===== src/rtl/branch_target_predictor_if.sv =====
// rtl/branch_target_predictor_if.sv - fetch lookup / resolved-branch update bundle
//
// Purpose: groups the lookup request, prediction response, branch update and
// flush signals of the branch target predictor.
// Ports (signals):
//   lookupValid, lookupPc                 - fetch lookup request
//   predValid, predTaken, predTarget      - registered prediction
//   updateValid, updatePc,
//   updateInstruction, updateTaken        - resolved-branch update
//   flush                                 - invalidate all entries
// Modports: master drives lookups/updates/flush, slave is the predictor.
interface branch_target_predictor_if;
  logic        lookupValid;
  logic [31:0] lookupPc;
  logic        predValid;
  logic        predTaken;
  logic [31:0] predTarget;
  logic        updateValid;
  logic [31:0] updatePc;
  logic [31:0] updateInstruction;
  logic        updateTaken;
  logic        flush;

  modport master (
    output lookupValid, lookupPc,
    output updateValid, updatePc, updateInstruction, updateTaken, flush,
    input  predValid, predTaken, predTarget
  );

  modport slave (
    input  lookupValid, lookupPc,
    input  updateValid, updatePc, updateInstruction, updateTaken, flush,
    output predValid, predTaken, predTarget
  );
endinterface


===== src/rtl/branch_target_predictor.sv =====
// rtl/branch_target_predictor.sv - direct-mapped branch target buffer with 2-bit counters
//
// Purpose: predicts direction and next PC for a fetch PC with one cycle of
// latency, and learns from resolved conditional branches and JALs.
// Ports:
//   clk   - clock, all state changes on the rising edge
//   rst_n - asynchronous active-low reset
//   bus   - branch_target_predictor_if.slave (lookup, prediction, update, flush)
module branch_target_predictor #(
  parameter int ENTRIES = 16
) (
  input  logic                      clk,
  input  logic                      rst_n,
  branch_target_predictor_if.slave  bus
);

  localparam int IDX_W = $clog2(ENTRIES);
  localparam int TAG_W = 30 - IDX_W;

  localparam logic [6:0] OPC_BRANCH = 7'b1100011;
  localparam logic [6:0] OPC_JAL    = 7'b1101111;

  // Entry storage
  logic             valid_q  [ENTRIES];
  logic             valid_d  [ENTRIES];
  logic [TAG_W-1:0] tag_q    [ENTRIES];
  logic [TAG_W-1:0] tag_d    [ENTRIES];
  logic [31:0]      target_q [ENTRIES];
  logic [31:0]      target_d [ENTRIES];
  logic [1:0]       ctr_q    [ENTRIES];
  logic [1:0]       ctr_d    [ENTRIES];

  // Registered prediction
  logic        pred_valid_q,  pred_valid_d;
  logic        pred_taken_q,  pred_taken_d;
  logic [31:0] pred_target_q, pred_target_d;

  // Lookup path: reads the current (pre-update) state, so a same-cycle
  // update or flush is never visible to the lookup issued with it.
  logic [IDX_W-1:0] lk_idx;
  logic [TAG_W-1:0] lk_tag;
  logic             lk_hit;
  logic             lk_taken;
  logic [31:0]      lk_target;

  always_comb begin
    lk_idx    = bus.lookupPc[IDX_W+1:2];
    lk_tag    = bus.lookupPc[31:IDX_W+2];
    lk_hit    = valid_q[lk_idx] && (tag_q[lk_idx] == lk_tag);
    lk_taken  = lk_hit && ctr_q[lk_idx][1];
    lk_target = lk_taken ? target_q[lk_idx] : bus.lookupPc + 32'd4;
  end

  always_comb begin
    pred_valid_d  = bus.lookupValid;
    pred_taken_d  = pred_taken_q;
    pred_target_d = pred_target_q;
    if (bus.lookupValid) begin
      pred_taken_d  = lk_taken;
      pred_target_d = lk_target;
    end
  end

  // Update path: decode the resolved instruction's immediate and target.
  logic [31:0]      instr;
  logic             is_branch;
  logic             is_jal;
  logic [31:0]      imm_b;
  logic [31:0]      imm_j;
  logic [31:0]      up_target;
  logic [IDX_W-1:0] up_idx;
  logic [TAG_W-1:0] up_tag;
  logic             up_hit;

  always_comb begin
    instr     = bus.updateInstruction;
    is_branch = (instr[6:0] == OPC_BRANCH);
    is_jal    = (instr[6:0] == OPC_JAL);
    imm_b     = {{19{instr[31]}}, instr[31], instr[7], instr[30:25], instr[11:8], 1'b0};
    imm_j     = {{11{instr[31]}}, instr[31], instr[19:12], instr[20], instr[30:21], 1'b0};
    up_target = bus.updatePc + (is_jal ? imm_j : imm_b);
    up_idx    = bus.updatePc[IDX_W+1:2];
    up_tag    = bus.updatePc[31:IDX_W+2];
    up_hit    = valid_q[up_idx] && (tag_q[up_idx] == up_tag);
  end

  always_comb begin
    valid_d  = valid_q;
    tag_d    = tag_q;
    target_d = target_q;
    ctr_d    = ctr_q;
    if (bus.flush) begin
      // Flush wins over any same-cycle update; counters are left alone since
      // every allocation rewrites them.
      for (int i = 0; i < ENTRIES; i++) begin
        valid_d[i] = 1'b0;
      end
    end else if (bus.updateValid) begin
      if (is_jal) begin
        valid_d[up_idx]  = 1'b1;
        tag_d[up_idx]    = up_tag;
        target_d[up_idx] = up_target;
        ctr_d[up_idx]    = 2'b11;
      end else if (is_branch) begin
        if (up_hit) begin
          target_d[up_idx] = up_target;
          if (bus.updateTaken) begin
            ctr_d[up_idx] = (ctr_q[up_idx] == 2'b11) ? 2'b11 : ctr_q[up_idx] + 2'b01;
          end else begin
            ctr_d[up_idx] = (ctr_q[up_idx] == 2'b00) ? 2'b00 : ctr_q[up_idx] - 2'b01;
          end
        end else if (bus.updateTaken) begin
          valid_d[up_idx]  = 1'b1;
          tag_d[up_idx]    = up_tag;
          target_d[up_idx] = up_target;
          ctr_d[up_idx]    = 2'b10;
        end
      end
    end
  end

  always_ff @(posedge clk or negedge rst_n) begin
    if (!rst_n) begin
      for (int i = 0; i < ENTRIES; i++) begin
        valid_q[i]  <= 1'b0;
        tag_q[i]    <= '0;
        target_q[i] <= '0;
        ctr_q[i]    <= 2'b01;
      end
      pred_valid_q  <= 1'b0;
      pred_taken_q  <= 1'b0;
      pred_target_q <= '0;
    end else begin
      valid_q       <= valid_d;
      tag_q         <= tag_d;
      target_q      <= target_d;
      ctr_q         <= ctr_d;
      pred_valid_q  <= pred_valid_d;
      pred_taken_q  <= pred_taken_d;
      pred_target_q <= pred_target_d;
    end
  end

  assign bus.predValid  = pred_valid_q;
  assign bus.predTaken  = pred_taken_q;
  assign bus.predTarget = pred_target_q;

endmodule

===== src/flat_wrapper.sv =====
// flat-port wrapper written by rule: the top's interface ports become plain ports
module branch_target_predictor_flat 
#(
  parameter int ENTRIES = 16
)
  (clk, rst_n, bus_lookupValid, bus_lookupPc, bus_updateValid, bus_updatePc, bus_updateInstruction, bus_updateTaken, bus_flush, bus_predValid, bus_predTaken, bus_predTarget);
  branch_target_predictor_if bus_i ();
  input  logic clk;
  input  logic rst_n;
  input wire logic [$bits(bus_i.lookupValid)-1:0] bus_lookupValid;
  input wire logic [$bits(bus_i.lookupPc)-1:0] bus_lookupPc;
  input wire logic [$bits(bus_i.updateValid)-1:0] bus_updateValid;
  input wire logic [$bits(bus_i.updatePc)-1:0] bus_updatePc;
  input wire logic [$bits(bus_i.updateInstruction)-1:0] bus_updateInstruction;
  input wire logic [$bits(bus_i.updateTaken)-1:0] bus_updateTaken;
  input wire logic [$bits(bus_i.flush)-1:0] bus_flush;
  output wire logic [$bits(bus_i.predValid)-1:0] bus_predValid;
  output wire logic [$bits(bus_i.predTaken)-1:0] bus_predTaken;
  output wire logic [$bits(bus_i.predTarget)-1:0] bus_predTarget;
  assign bus_i.lookupValid = bus_lookupValid;
  assign bus_i.lookupPc = bus_lookupPc;
  assign bus_i.updateValid = bus_updateValid;
  assign bus_i.updatePc = bus_updatePc;
  assign bus_i.updateInstruction = bus_updateInstruction;
  assign bus_i.updateTaken = bus_updateTaken;
  assign bus_i.flush = bus_flush;
  assign bus_predValid = bus_i.predValid;
  assign bus_predTaken = bus_i.predTaken;
  assign bus_predTarget = bus_i.predTarget;
  branch_target_predictor #(.ENTRIES(ENTRIES)) u_core (.clk(clk), .rst_n(rst_n), .bus(bus_i));
endmodule

===== config.mk =====
export PLATFORM = sky130hd
export DESIGN_NAME = branch_target_predictor_flat
export DESIGN_NICKNAME = d
export VERILOG_FILES = /design/src/rtl/branch_target_predictor_if.sv /design/src/rtl/branch_target_predictor.sv /design/src/flat_wrapper.sv
export SDC_FILE = /design/constraint.sdc
export NUM_CORES = 2
export LEC_CHECK = 0
export CAP_MARGIN = 25
export CORE_AREA = 4 4 314 316
export DETAILED_ROUTE_END_ITERATION = 8
export DIE_AREA = 0 0 318 320
export DONT_BUFFER_PORTS = 1
export GPL_TIMING_DRIVEN = 0
export PLACE_DENSITY = 0.73
export SYNTH_ARGS = -nofsm -noshare
export SYNTH_HDL_FRONTEND = slang
export SYNTH_SLANG_ARGS = --single-unit

===== constraint.sdc =====
create_clock -name clk -period 3.8 [get_ports clk]
set_input_delay 0.76 -clock clk [delete_from_list [all_inputs] [get_ports clk]]
set_output_delay 0.76 -clock clk [all_outputs]
set_load 0.02 [all_outputs]

## After elaboration in Yosys (flattened, before gate mapping)

Cells that the tools add are included.
W data, S select, Z words.

- Add/sub/neg operators: 4
- $lt $le $gt $ge: 3
- Equal/unequal tests: 7
- Muxes and demuxes: 56
- Bitwise operators: 8
- Reductions and logical operators: 14

Operators by type and width:

| cell | count |
|---|---|
| $mux W512 | 4 |
| $mux W416 | 4 |
| $bwmux W512 | 1 |
| $bwmux W416 | 1 |
| $mux W32 | 9 |
| $bmux W26 S4 | 2 |
| $mux W26 | 5 |
| $bmux W32 S4 | 1 |
| $demux W32 S4 | 1 |
| $demux W26 S4 | 1 |
| $mux W16 | 6 |
| $bwmux W32 | 2 |
| $eq A26 B26 Y1 | 2 |
| $add A32 B3 Y32 const B | 1 |
| $add A32 B32 Y32 | 1 |
| $or A16 B16 Y16 | 2 |
| $or A32 B32 Y32 | 1 |
| $mux W20 | 1 |
| $and A16 B16 Y16 | 1 |
| $bmux W2 S4 | 2 |
| $not A16 Y16 | 1 |
| $eq A7 B7 Y1 const B | 2 |
| $mux W2 | 7 |
| $ge A5 B5 Y1 const B | 2 |
| 18 further kinds | 32 |

- Bits in registers: 1010
- Output and inout bits: 34
- Word-level logic and storage cells: 159

## Depth between registers and ports, before layout

- Depth after elaboration: 12
- Gate-level depth with buffers: 18

## Worst setup path after synthesis

Ideal clock, no wire load.

- Path type: input to register
- Start point: input bus_updateInstruction[4]
- End point: register u_core.target_q[127] in the netlist's numbering
- Setup time: 0.065 ns
- Arrival time: 4.557 ns
- Slack: -0.822 ns
- Stages: 17
- Buffers on the path: 2
- Cell sequence: nand3b_1 > nor2_1 > nand3_1 > and2_1 > clkbuf_1 > a21o_1 > ha_1 > a21o_1 > a21oi_1 > o21ai_0 > a31o_2 > a211o_1 > a2111oi_0 > nor2_1 > a211oi_1 > clkbuf_1 > mux2_2

- Longest elaborated chain between the ends: 8

RTL lines:

| element | RTL line | RTL |
|---|---|---|
| start: declaration | flat_wrapper.sv:14 | `input wire logic [$bits(bus_i.updateInstruction)-1:0] bus_updateInstruction;` |
| $eq A7 B7 Y1 | branch_target_predictor.sv:78 | `is_jal = (instr[6:0] == OPC_JAL);` |
| $mux W20 | branch_target_predictor.sv:81 | `up_target = bus.updatePc + (is_jal ? imm_j : imm_b);` |
| $add A32 B32 Y32 | branch_target_predictor.sv:81 |  |
| $bwmux W512 | branch_target_predictor.sv:102, branch_target_predictor.sv:106, branch_target_predictor.sv:115 |  |
| $mux W512 | branch_target_predictor.sv:112 | `end else if (bus.updateTaken) begin` |
| $mux W512 | branch_target_predictor.sv:105 | `if (up_hit) begin` |
| $mux W512 | branch_target_predictor.sv:104 | `end else if (is_branch) begin` |
| $mux W512 | branch_target_predictor.sv:99 | `if (is_jal) begin` |
| end signal: assignment | branch_target_predictor.sv:136 | `target_q <= target_d;` |
| end: declaration | branch_target_predictor.sv:28 | `logic [31:0] target_q [ENTRIES];` |

Several ways; a longest one is shown, not always the timed one. The select of a mux whose other input is x is not followed.
A chain may end at the register's enable or synchronous reset.

## Final worst setup path

- Start point: input bus_updatePc[3]
- End point: register u_core.target_q[43] in the netlist's numbering

- Longest elaborated chain between the ends: 10

RTL lines:

| element | RTL line | RTL |
|---|---|---|
| start: declaration | flat_wrapper.sv:13 | `input wire logic [$bits(bus_i.updatePc)-1:0] bus_updatePc;` |
| parallel branches: the longest is 10 deep, another holds $add A32 B32 Y32 | - |  |

Parallel ways; which one is timed is not known. The select of a mux whose other input is x is not followed.

==> metrics.md <==
| Metric | Value |
|---|---|
| Status | `complete, but fails checks` |
| Failing checks | `negative setup slack` |
| Multi-input logic area | `28300 um2` |
| Async set-reset flop share out of synthesis | `100%` |
| Period minus WS final | `4.24 ns` |
| Worst Hold Path Cells | `0` |
| First-pass GRT wire length | `255000 um` |
| Syn Inst Count | `3484` |
| Synth Register Bits | `1010` |
| Worst skew pair latency | `0.72 ns` |
| P_sw | `6.60 mW` |
| Layout cells sized above 1 | `54.2%` |
| EDFF count, synth | `0` |
| Top-area cell type share of the netlist area | `47.4%` |
| Final worst slack | `-0.438 ns` |
| Final wirelength | `193000 um` |
| Leak | `30.8 nW` |
| Power, Total | `25.2 mW` |
| Synth area leaders | `dfrtp_1 (47%), mux2_2 (19%), mux4_2 (17%), mux2_1 (1.9%), mux2i_1 (1.7%)` |
| Worst Reg-to-Reg Cells | `13` |
| Comb power frac | `10.1%` |
| Top achievable clock speed | `236 MHz` |
| Drt pass-1 iters | `6` |
| Via count | `36493` |
| Routability cong. | `1.05` |
| CP required | `4.39 ns` |
| Grt total ovfl | `0` |
| Die area | `102000 um2` |
| Seq pwr share | `43.6%` |
| Chip height | `320 um` |
| Netlist cell types | `75` |
| Root buffer cell | `clkbuf_16` |
| Routed len/inst | `36.8 um` |
| Die X | `318 um` |
| DP Cell Count | `4774` |
| Hold Crit Class | `input port to register` |
| Synth Net Count | `3618` |
| Vias in the first global route | `35718` |
| Initial Util | `54.7%` |
| Filler-free cell count of the finished design | `5235` |
| Max Root-Sink Buffers | `3` |
| Post-layout net count | `3988` |
| Cell Area, Synth | `52500 um2` |
| Layout area overhead | `26.3%` |
| Clock buffer count from CTS | `109` |
| Commonest non-fill, non-tap cell in the layout | `dfrtp_1` |
| Total clock sinks | `1010` |
| Synth Flop Type | `dfrtp_1` |
| Max-cap check violation count | `0` |
| RSZ-0062 raised after global routing | `true` |
| Worst Max-Slew Pin Slew | `1.49 ns` |
| Final Cell Area | `66300 um2` |
| Worst R2R Setup Slack | `-0.32 ns` |
| Post-synthesis sequential area ratio | `48.2%` |
| Most frequent cells in the layout | `dfrtp_1 (994), mux2_4 (582), mux4_2 (395)` |
| Clock transition at path regs | `0.06 ns` |
| Fill cells | `5931` |
| Final worst-path cycle share | `112%` |
| Ports | `136` |
| Final Max Slew Viols | `0` |
| WS Path Type | `input port to register` |
| Cell-internal power | `18.6 mW` |
| DP Area | `55400 um2` |
| Yosys top cell by area | `dfrtp_1` |
| Switching share of power | `26.2%` |
| Clock power share | `46.3%` |
| TNS Setup | `-280.76 ns` |
| Slew margin rel. | `0.586%` |
| Post-synthesis area per instance | `15.1 um2` |
| DR iter-0 viols | `4690` |
| Worst Skew | `0.0397 ns` |
| Row Count | `114` |
| Vias per cell | `6.97` |
| WP data arrival | `4.83 ns` |
| Startpoint types | `input port` |
| CP max FO | `10` |
| Dpl hpwl | `118000 um` |
| Pre-CTS setup slack | `-2.75 ns` |
| YS warnings | `0` |
| CTS tree | `done` |
| Reg area | `25300 um2` |
| Final Hold Vio Count | `0` |
| Largest net degree at the start of global routing | `1011` |
| DRC viols | `0` |
| IO Port Bufs | `0` |
| Core box area | `96000 um2` |
| Setup crit end kind | `register` |
| Initial antenna violation count | `18` |
| Power Density | `380 nW/um2` |
| Setup violators final | `992` |
| Max VDD drop | `0.374 mV` |
| GRT Total Usage | `34.7%` |
| H-tree depth | `3` |
| DRT antenna net count | `0` |
layout make-up:
cell class                 count  area share [%]
tap                         1276            2.41
clock buffer                 138            4.57
antenna                       11          0.0415
clock inverter                67            1.34
inverter                      63           0.368
timing repair buffer         268            5.89
multi-input combinational   2105            42.7
sequential                  1010            38.2
buffer                       297            4.48
Yosys cell counts, types with 4 or more instances:
| library cell | n |
|---|---|
| nor4_4 | 16 |
| nor2b_1 | 12 |
| xnor2_1 | 71 |
| mux2i_1 | 91 |
| nor2_1 | 51 |
| a211o_1 | 4 |
| o21a_1 | 10 |
| o211ai_1 | 8 |
| ha_1 | 31 |
| nand3_1 | 33 |
| o2bb2ai_1 | 4 |
| a21o_1 | 16 |
| nand2b_1 | 10 |
| mux2_1 | 88 |
| a211oi_1 | 7 |
| buf_4 | 35 |
| clkbuf_1 | 137 |
| nand4_1 | 8 |
| or2_2 | 5 |
| dfstp_2 | 16 |
| nand2_1 | 66 |
| a22oi_1 | 12 |
| and2_1 | 8 |
| buf_2 | 85 |
| nand3_2 | 10 |
| a221oi_1 | 7 |
| nor4_1 | 20 |
| a21oi_1 | 56 |
| xor2_1 | 31 |
| o22ai_1 | 11 |
| buf_6 | 25 |
| a31oi_1 | 5 |
| nor3_1 | 13 |
| a2111oi_0 | 6 |
| dfrtp_1 | 994 |
| o2111ai_1 | 4 |
| and3_1 | 19 |
| buf_1 | 24 |
| inv_1 | 61 |
| o21ai_0 | 41 |
| mux4_2 | 395 |
| mux2_2 | 889 |
power groups by stage:
stage	Sequential, mW	Combinational, mW	Clock [mW]
final	11.0	2.54	11.7
after global routing	11.0	2.65	12.2
after CTS	11.0	2.13	11.7
after floorplan	11.1	1.28	0
after detailed placement	11.2	1.98	0
after global placement	11.2	1.93	0
layer usage:
| layer | vias up | GRT usage (%) | routed length (um) |
|---|---|---|---|
| li1 | 13980 | - | - |
| met1 | 19031 | 42.6 | 67700 |
| met2 | 2493 | 53.1 | 85900 |
| met3 | 973 | 11.1 | 20300 |
| met4 | 16 | 23.0 | 18900 |
| met5 | - | 0 | 111 |
flip-flops by register name, indices dropped and copies added, names as in the netlist:
name and flops:
u_core.target_q 512, u_core.tag_q 416, u_core.bus.predTarget 32, u_core.ctr_q 32
u_core.valid_q 16, u_core.bus.predTaken 1, u_core.bus.predValid 1
worst max-delay path, cell delays in order:
cell,delay (ns)
buf_16,0.13
buf_12,0.13
buf_4,0.21
nand2b_1,0.17
clkbuf_4,0.35
o22ai_1,0.22
o21ai_0,0.21
o2111ai_1,0.18
or4_4,0.50
a2111oi_4,0.35
buf_4,0.20
a21boi_4,0.11
buf_12,0.17
nor4_4,0.31
buf_6,0.24
buf_12,0.17
mux2_2,0.34
per-stage QoR:
stage / hold WS [ns] / utilization [%]
6_report: 0.0772 / 69.0
5_1_grt: 0.0463 / 69.0
3_3_place_gp: 0.462 / 57.5
2_1_floorplan: 0.452 / -
3_5_place_dp: 0.471 / 57.7
4_1_cts: -0.245 / 64.8
path summary, 6_finish.rpt:
| kind | startpoint | end |
|---|---|---|
| min in group asynchronous | rst_n | u_core.target_q[185] |
| worst min-delay path | bus_lookupValid | u_core.bus.predValid |
| worst max-delay path | bus_updatePc[3] | u_core.target_q[43] |
| max in group asynchronous | rst_n | u_core.tag_q[391] |
| worst min register to register | u_core.target_q[52] | u_core.target_q[52] |
| worst max register to register | u_core.tag_q[109] | u_core.target_q[43] |
cell families (layout without fill, tap and decap cells):
logic type / count (synthesis) / in the layout / share of synthesized area, %
buffers and inverters: 369 / 833 / 3.45
muxes: 1463 / 1463 / 39.7
AOI/OAI and AO/OA: 225 / 225 / 2.95
and+or+nand+nor: 282 / 282 / 3.25
other: 0 / 11 / 0
adders and majority gates: 33 / 33 / 0.796
DFF: 1010 / 1010 / 48.2
xor gates and xnor gates: 102 / 102 / 1.70
timing repair:
item | 4_1_cts | 5_1_grt
gates cloned | 15 | 37
hold endpoints to repair | 994 | 2
resized for setup | 370 | 580
pin swaps | 32 | 9
setup buffers | 114 | 85
setup endpoints to repair | 1009 | 1002
No activity file was read; power rests on OpenSTA's default activity.
